--- config.mk ---
export PLATFORM = sky130hd
export DESIGN_NAME = cpu_hazard_ctrl
export DESIGN_NICKNAME = d
export VERILOG_FILES = /design/src/rtl/cpu_hazard_ctrl.sv
export SDC_FILE = /design/constraint.sdc
export NUM_CORES = 1
export LEC_CHECK = 0
export CORE_MARGIN = 2
export CORE_UTILIZATION = 40
export CTS_CLUSTER_DIAMETER = 30
export DETAILED_ROUTE_END_ITERATION = 7
export PLACE_DENSITY = 0.68
export SLEW_MARGIN = 0
export SYNTH_ARGS = -nofsm -noshare
export SYNTH_HDL_FRONTEND = slang
export SYNTH_SLANG_ARGS = --single-unit
export TNS_END_PERCENT = 20
--- constraint.sdc ---
create_clock -name clk -period 4.2 [get_ports clk]
set_clock_uncertainty 0.2 [all_clocks]
set_input_delay 1.05 -clock clk [delete_from_list [all_inputs] [get_ports clk]]
set_output_delay 1.05 -clock clk [all_outputs]
set_load 0.005 [all_outputs]
--- src/rtl/cpu_hazard_ctrl.sv ---
// Scoreboard-based issue gating for the CPU pipeline: per-register pending-write
// counters drive RAW/WAW stalls, and a two-state FSM holds issue behind an unresolved jump/branch.
module cpu_hazard_ctrl #(
  parameter int unsigned NUM_REGS           = 16,
  parameter int unsigned REG_SEL_W          = $clog2(NUM_REGS),
  parameter int unsigned MAX_INFLIGHT       = 3,
  parameter int unsigned ZERO_REG_HARDWIRED = 0,
  parameter int unsigned STAT_W             = 32
) (
  input  logic                 clk,
  input  logic                 rst,
  input  logic                 id_valid,
  input  logic [REG_SEL_W-1:0] id_src1,
  input  logic [REG_SEL_W-1:0] id_src2,
  input  logic                 id_src1_used,
  input  logic                 id_src2_used,
  input  logic                 id_wrt_en,
  input  logic [REG_SEL_W-1:0] id_wrt_reg,
  input  logic                 id_is_jb,
  input  logic                 br_resolve,
  input  logic                 br_taken,
  input  logic                 wb_valid,
  input  logic                 wb_wrt_en,
  input  logic [REG_SEL_W-1:0] wb_wrt_reg,
  output logic                 issue,
  output logic                 stall,
  output logic                 flush,
  output logic                 jb_pending,
  output logic [NUM_REGS-1:0]  busy_regs,
  output logic [STAT_W-1:0]    stall_cnt,
  output logic                 err
);

  localparam int unsigned CNT_W = $clog2(MAX_INFLIGHT + 1);
  localparam logic [CNT_W-1:0] CNT_MAX = CNT_W'(MAX_INFLIGHT);

  typedef enum logic {
    ST_IDLE = 1'b0,
    ST_WAIT = 1'b1
  } jb_state_e;

  logic [CNT_W-1:0]    r_cnt [NUM_REGS];
  jb_state_e           r_jb_state;
  logic                r_flush;
  logic [STAT_W-1:0]   r_stall_cnt;
  logic                r_err;

  logic [NUM_REGS-1:0] w_busy;
  logic [NUM_REGS-1:0] w_full;
  logic [NUM_REGS-1:0] w_inc;
  logic [NUM_REGS-1:0] w_dec;
  logic                w_raw;
  logic                w_sat;
  logic                w_stall;
  logic                w_issue;
  logic                w_underflow;
  logic                w_stray_resolve;

  // Per-register occupancy; a hardwired r0 is never reported busy or full.
  always_comb begin
    for (int i = 0; i < NUM_REGS; i++) begin
      w_busy[i] = (r_cnt[i] != '0);
      w_full[i] = (r_cnt[i] == CNT_MAX);
    end
    if (ZERO_REG_HARDWIRED != 0) begin
      w_busy[0] = 1'b0;
      w_full[0] = 1'b0;
    end
  end

  assign w_raw   = (id_src1_used & w_busy[id_src1]) | (id_src2_used & w_busy[id_src2]);
  assign w_sat   = id_wrt_en & w_full[id_wrt_reg];
  assign w_stall = id_valid & (w_raw | w_sat | (r_jb_state == ST_WAIT));
  assign w_issue = id_valid & ~w_stall;

  // One-hot increment/decrement requests; a retire never bypasses into the same cycle's hazard check.
  always_comb begin
    w_inc = '0;
    w_dec = '0;
    if (w_issue && id_wrt_en) begin
      w_inc[id_wrt_reg] = 1'b1;
    end
    if (wb_valid && wb_wrt_en) begin
      w_dec[wb_wrt_reg] = 1'b1;
    end
    if (ZERO_REG_HARDWIRED != 0) begin
      w_inc[0] = 1'b0;
      w_dec[0] = 1'b0;
    end
  end

  assign w_underflow     = |(w_dec & ~w_inc & ~w_busy);
  assign w_stray_resolve = br_resolve & (r_jb_state == ST_IDLE);

  always_ff @(posedge clk) begin
    if (rst) begin
      for (int i = 0; i < NUM_REGS; i++) begin
        r_cnt[i] <= '0;
      end
    end else begin
      for (int i = 0; i < NUM_REGS; i++) begin
        if (w_inc[i] && !w_dec[i]) begin
          r_cnt[i] <= r_cnt[i] + CNT_W'(1);
        end else if (w_dec[i] && !w_inc[i] && (r_cnt[i] != '0)) begin
          r_cnt[i] <= r_cnt[i] - CNT_W'(1);
        end
      end
    end
  end

  // Jump/branch tracking; flush is a one-cycle pulse on a taken resolution.
  always_ff @(posedge clk) begin
    if (rst) begin
      r_jb_state <= ST_IDLE;
      r_flush    <= 1'b0;
    end else begin
      r_flush <= 1'b0;
      case (r_jb_state)
        ST_IDLE: begin
          if (w_issue && id_is_jb) begin
            r_jb_state <= ST_WAIT;
          end
        end
        ST_WAIT: begin
          if (br_resolve) begin
            r_jb_state <= ST_IDLE;
            r_flush    <= br_taken;
          end
        end
        default: r_jb_state <= ST_IDLE;
      endcase
    end
  end

  always_ff @(posedge clk) begin
    if (rst) begin
      r_stall_cnt <= '0;
      r_err       <= 1'b0;
    end else begin
      if (w_stall && (r_stall_cnt != '1)) begin
        r_stall_cnt <= r_stall_cnt + STAT_W'(1);
      end
      r_err <= r_err | w_underflow | w_stray_resolve;
    end
  end

  assign issue      = w_issue;
  assign stall      = w_stall;
  assign flush      = r_flush;
  assign jb_pending = (r_jb_state == ST_WAIT);
  assign busy_regs  = w_busy;
  assign stall_cnt  = r_stall_cnt;
  assign err        = r_err;

endmodule

# After elaboration in Yosys (flattened, before gate mapping)
# Memory sizes are Yosys's and may differ from the RTL's.
# Index checks and enable logic that the tools add are counted.
# classes
n_lt_le_gt_ge,6
reduce_logical,104
bitwise,50
eq_ne,17
addsub,33
n_mux,161
# op_table
cell,n
$mux W1,121
$mux W2,32
$logic_and A1 B1 Y1,54
$or A1 B1 Y1,37
$add A2 B1 Y2 const B,16
$add A32 B1 Y32 const B,1
$and A16 B16 Y16,2
$eq A2 B2 Y1 const B,16
$logic_not A1 Y1,32
$mux W16,2
$ne A32 B32 Y1 const B,1
$not A16 Y16,2
$reduce_bool A2 Y1,16
$sub A2 B1 Y2 const B,16
$lt A4 B5 Y1 const B,4
$reduce_or A16 Y1,1
$bmux W1 S4,3
$demux W1 S4,2
$ge A4 B1 Y1 const B,2
$and A1 B1 Y1,6
$not A1 Y1,3
$reduce_or A3 Y1,1
$pmux W1 S2,1
# totals
mem_bits_rw,32
n_memories,1
reg_bits,35
in_bits,27
# mem_list
memory,depth,width,read_ports,rd_clocked_by_memory_dff,write_ports,line,source
r_cnt,16,2,16,0,16,42,logic [CNT_W-1:0] r_cnt [NUM_REGS];

# Depth between registers and ports, before layout
# depth
depth_word,20
depth_mapped,11

# Worst setup path after synthesis
# Ideal clock, no wire load.
# synth_path
path_type,input to output
startpoint,in id_wrt_reg[1]
endpoint,out issue
setup_slack_ns,0.264
arrival_ns,2.686
n_path_buf,2
cell_stages,6
t_required_ns,2.950
cell_sequence,clkbuf_1 -> mux4_2 -> a21bo_1 -> o21ai_1 -> clkbuf_1 -> nor3_1
# synth_via
elab_chain_cells,8
# synth_rtl
item,line,source
start: declaration,18,"input logic [REG_SEL_W-1:0] id_wrt_reg,"
$bmux W1 S4,72,assign w_sat = id_wrt_en & w_full[id_wrt_reg];
$mux W1 (implied by the code),72,
$and A1 B1 Y1,72,
$or A1 B1 Y1 (2 in a row),73,assign w_stall = id_valid & (w_raw | w_sat | (r_jb_state == ST_WAIT));
$and A1 B1 Y1,73,
$not A1 Y1,74,assign w_issue = id_valid & ~w_stall;
$and A1 B1 Y1,74,
end: declaration,25,"output logic issue,"
# No other way between the ends. The select of a mux whose other input is x is not followed.

# Worst setup path after layout
# layout_path
startpoint,in id_src1[0]
endpoint,out stall
# layout_via
elab_chain_cells,7
# layout_rtl
item,line,source
start: declaration,13,"input logic [REG_SEL_W-1:0] id_src1,"
$bmux W1 S4,71,assign w_raw = (id_src1_used & w_busy[id_src1]) | (id_src2_used & w_busy[id_src2]);
$mux W1 (implied by the code),71,
$and A1 B1 Y1,71,
$or A1 B1 Y1,71,
$or A1 B1 Y1 (2 in a row),73,
$and A1 B1 Y1,73,
end: declaration,26,"output logic stall,"
# No other way between the ends. The select of a mux whose other input is x is not followed.

==> flow_summary.json <==
{
  "yosys.cell_types.count": 60,
  "yosys.area.top_type": "edfxtp_1",
  "syn_nets": 553,
  "tritoncts": "built",
  "cts_root_buf": "clkbuf_8",
  "syn_inst": 523,
  "syn_area_um2": 4440,
  "fin_crit_sh_pct": 95.9,
  "use_met2_pct": 39.2,
  "syn_to_final_growth_pct": 30.8,
  "drt-pass1-iter-count": 5,
  "worstSetupEndpointType": "output port",
  "wl_per_cell_um": 17.2,
  "power_density_nw_per_um2": 260,
  "initial_core_util_pct": 41.0,
  "place_hpwl_um": 10100,
  "p_leak_nw": 2.13,
  "grt_pass1_wl_um": 21100,
  "critPathMaxFanout": 4,
  "maxCapViolCount": 0,
  "layout.cells.non_filler": 776,
  "antenna_found_initial": 0,
  "avgSynthCellArea_um2": 8.49,
  "globalplace.congestion": 0.954,
  "finalMaxSlewViolations": 0,
  "synth_top_area_share_pct": 21.6,
  "core-area_um2": 10800,
  "start_kind": "input pin",
  "synth_sequential_area_ratio_pct": 37.4,
  "worstMarginPinSlew_ps": 873,
  "post_dp_cell_area_um2": 5580,
  "grt_max_degree": 53,
  "max_freq_mhz": 248,
  "vias_per_cell": 5.70,
  "layout.nets": 661,
  "yosysWarnings": 0,
  "ys_seq_elements": 67,
  "ys_top_cells_by_area": "edfxtp_1, dfxtp_1, nor2_1",
  "cts.sinks": 67,
  "ir_drop_mv": 0.129,
  "rsz0062_at_grt": "false",
  "drtIter0Drc": 311,
  "detail-route-antenna-nets": 0,
  "arrival_ps": 2780,
  "final-hold-violation-count": 0,
  "fillCellCount": 1024,
  "fp.dieArea_um2": 12000,
  "synth_edf_count": 32,
  "routed_wl_um": 13300,
  "finalSetupTns_ps": 0,
  "fp-row-count": 38,
  "htreeDepth": 3,
  "io_pins": 80,
  "synthMostInstantiatedCell": "nor2_1",
  "slew_headroom_pct": 41.8,
  "die_w_um": 109,
  "io_buffers": 79,
  "cts_made_buffers": 9,
  "clock_latency_ps": 350,
  "clock_path_buffers": 2,
  "finish.instance_area_um2": 5810,
  "drive_gt1_share_pct": 14.2,
  "cp.required_ps": 2950,
  "grt_pass1_vias": 4328,
  "hold_path.class": "register to register",
  "min_period_ps": 4030,
  "crit_type": "input pin to output port",
  "drc": 0,
  "track_usage_pct": 22.9,
  "die_y_um": 109,
  "top_usage_layer": "met2",
  "diodes": 0,
  "synthFlopType": "dfxtp_1",
  "synthArstFlopShare_pct": 0,
  "use_met1_pct": 27.6,
  "setup_viol": 0,
  "placedCellCount": 757,
  "use_met3_pct": 6.99,
  "grt_overflow": 0,
  "via_count": 4424,
  "clk_pin_slew_ps": 80,
  "run_status": "finished, final reports clean",
  "yosys-top-cells-count": "nor2_1, nand2_1, dfxtp_1, nor3_1, edfxtp_1"
}
-- per-layer routing --
metal / up-vias / part of all wire, %
met5: - / 0
met4: 0 / 2.0
met3: 30 / 8.2
met2: 181 / 49
met1: 2100 / 41
li1: 2113 / -
-- kinds of logic (layout without fill, tap and decap cells) --
kind of cell | Yosys count | count (layout) | synth area share (%)
buf+inv | 48 | 161 | 4.34
compound gates | 81 | 81 | 12.8
xor+xnor | 40 | 40 | 7.89
simple gates | 272 | 272 | 30.7
fa+ha+maj | 3 | 3 | 0.846
flops | 67 | 67 | 37.4
mux | 12 | 12 | 5.92
-- registers in the layout, summed over array words and instances, names as in the netlist --
register,flops
r_cnt,32
stall_cnt,32
err,1
flush,1
jb_pending,1
-- per-stage QoR --
stage | power [mW] | setup WS [ps] | utilization [%] | hold slack, ps
finish | 1.51 | 172 | 53.6 | 310
floorplan | 0.884 | 264 | - | 281
global placement | 1.01 | -471 | 51.5 | 277
detailed placement | 1.02 | -507 | 51.5 | 293
CTS | 1.52 | 44.2 | 53.5 | 315
global route | 1.58 | 78.0 | 53.6 | 346
-- worst max-delay path, cell delays in order --
cell and delay [ps]:
dlygate4sd2_1 300, mux4_2 540, a221oi_2 310, a32oi_2 150
o211a_2 200, nor2_1 80, buf_2 140
-- cell type report --
cell class | instances | area (µm²) | area share [%]
clock buffer | 9 | 124 | 2.13
clock inverter | 7 | 48.8 | 0.840
inverter | 28 | 105 | 1.81
multi-input combinational | 408 | 2630 | 45.2
sequential | 67 | 1660 | 28.6
tap | 140 | 175 | 3.02
timing repair buffer | 117 | 1070 | 18.4
-- report_power, final --
part / switching, mW / internal, mW
clock: 0.278 / 0.218
combinational: 0.152 / 0.134
sequential: 0.0239 / 0.707
-- what timing repair did --
action	in CTS	in global routing
pin swaps	6	3
buffers inserted	3	0
hold buffers	0	0
gates cloned	0	0
resized for setup	21	4
endpoints found under the setup margin	2	3
-- worst paths after layout --
check                             startpoint      endpoint  slack (ps)  cells after the start
worst min register to register  stall_cnt[1]  stall_cnt[1]         310                      2
worst max-delay path              id_src1[0]         stall         170                      7
worst max register to register   r_cnt[1][4]           err         610                     12
worst min-delay path            stall_cnt[1]  stall_cnt[1]         310                      2
-- placed cells by master (no fill, tap or decap), types with 4 or more instances in the layout --
cell             netlist  layout
xor2_1                29      29
nand4_1               19      19
a211o_1                8       8
nor2_1                82      82
nor2b_1                8       8
nor2_2                 4       4
buf_4                  0      37
xnor2_1               11      11
inv_1                 28      28
or3_1                  9       9
a31oi_1                5       5
nor3_1                35      34
mux4_2                10      11
o21ai_0               11      11
a211oi_1              13      13
and2_1                10      10
clkbuf_8               0       9
nand2_1               52      52
dfxtp_1               35      35
nor4_1                 5       4
nand3b_1               4       4
edfxtp_1              32      32
and3_1                 5       5
a21oi_1               19      19
nand3_1               17      17
dlygate4sd2_1          0       5
clkdlybuf4s50_1        0      68
nand2b_1               7       7
(Power assumes the default switching activity.)
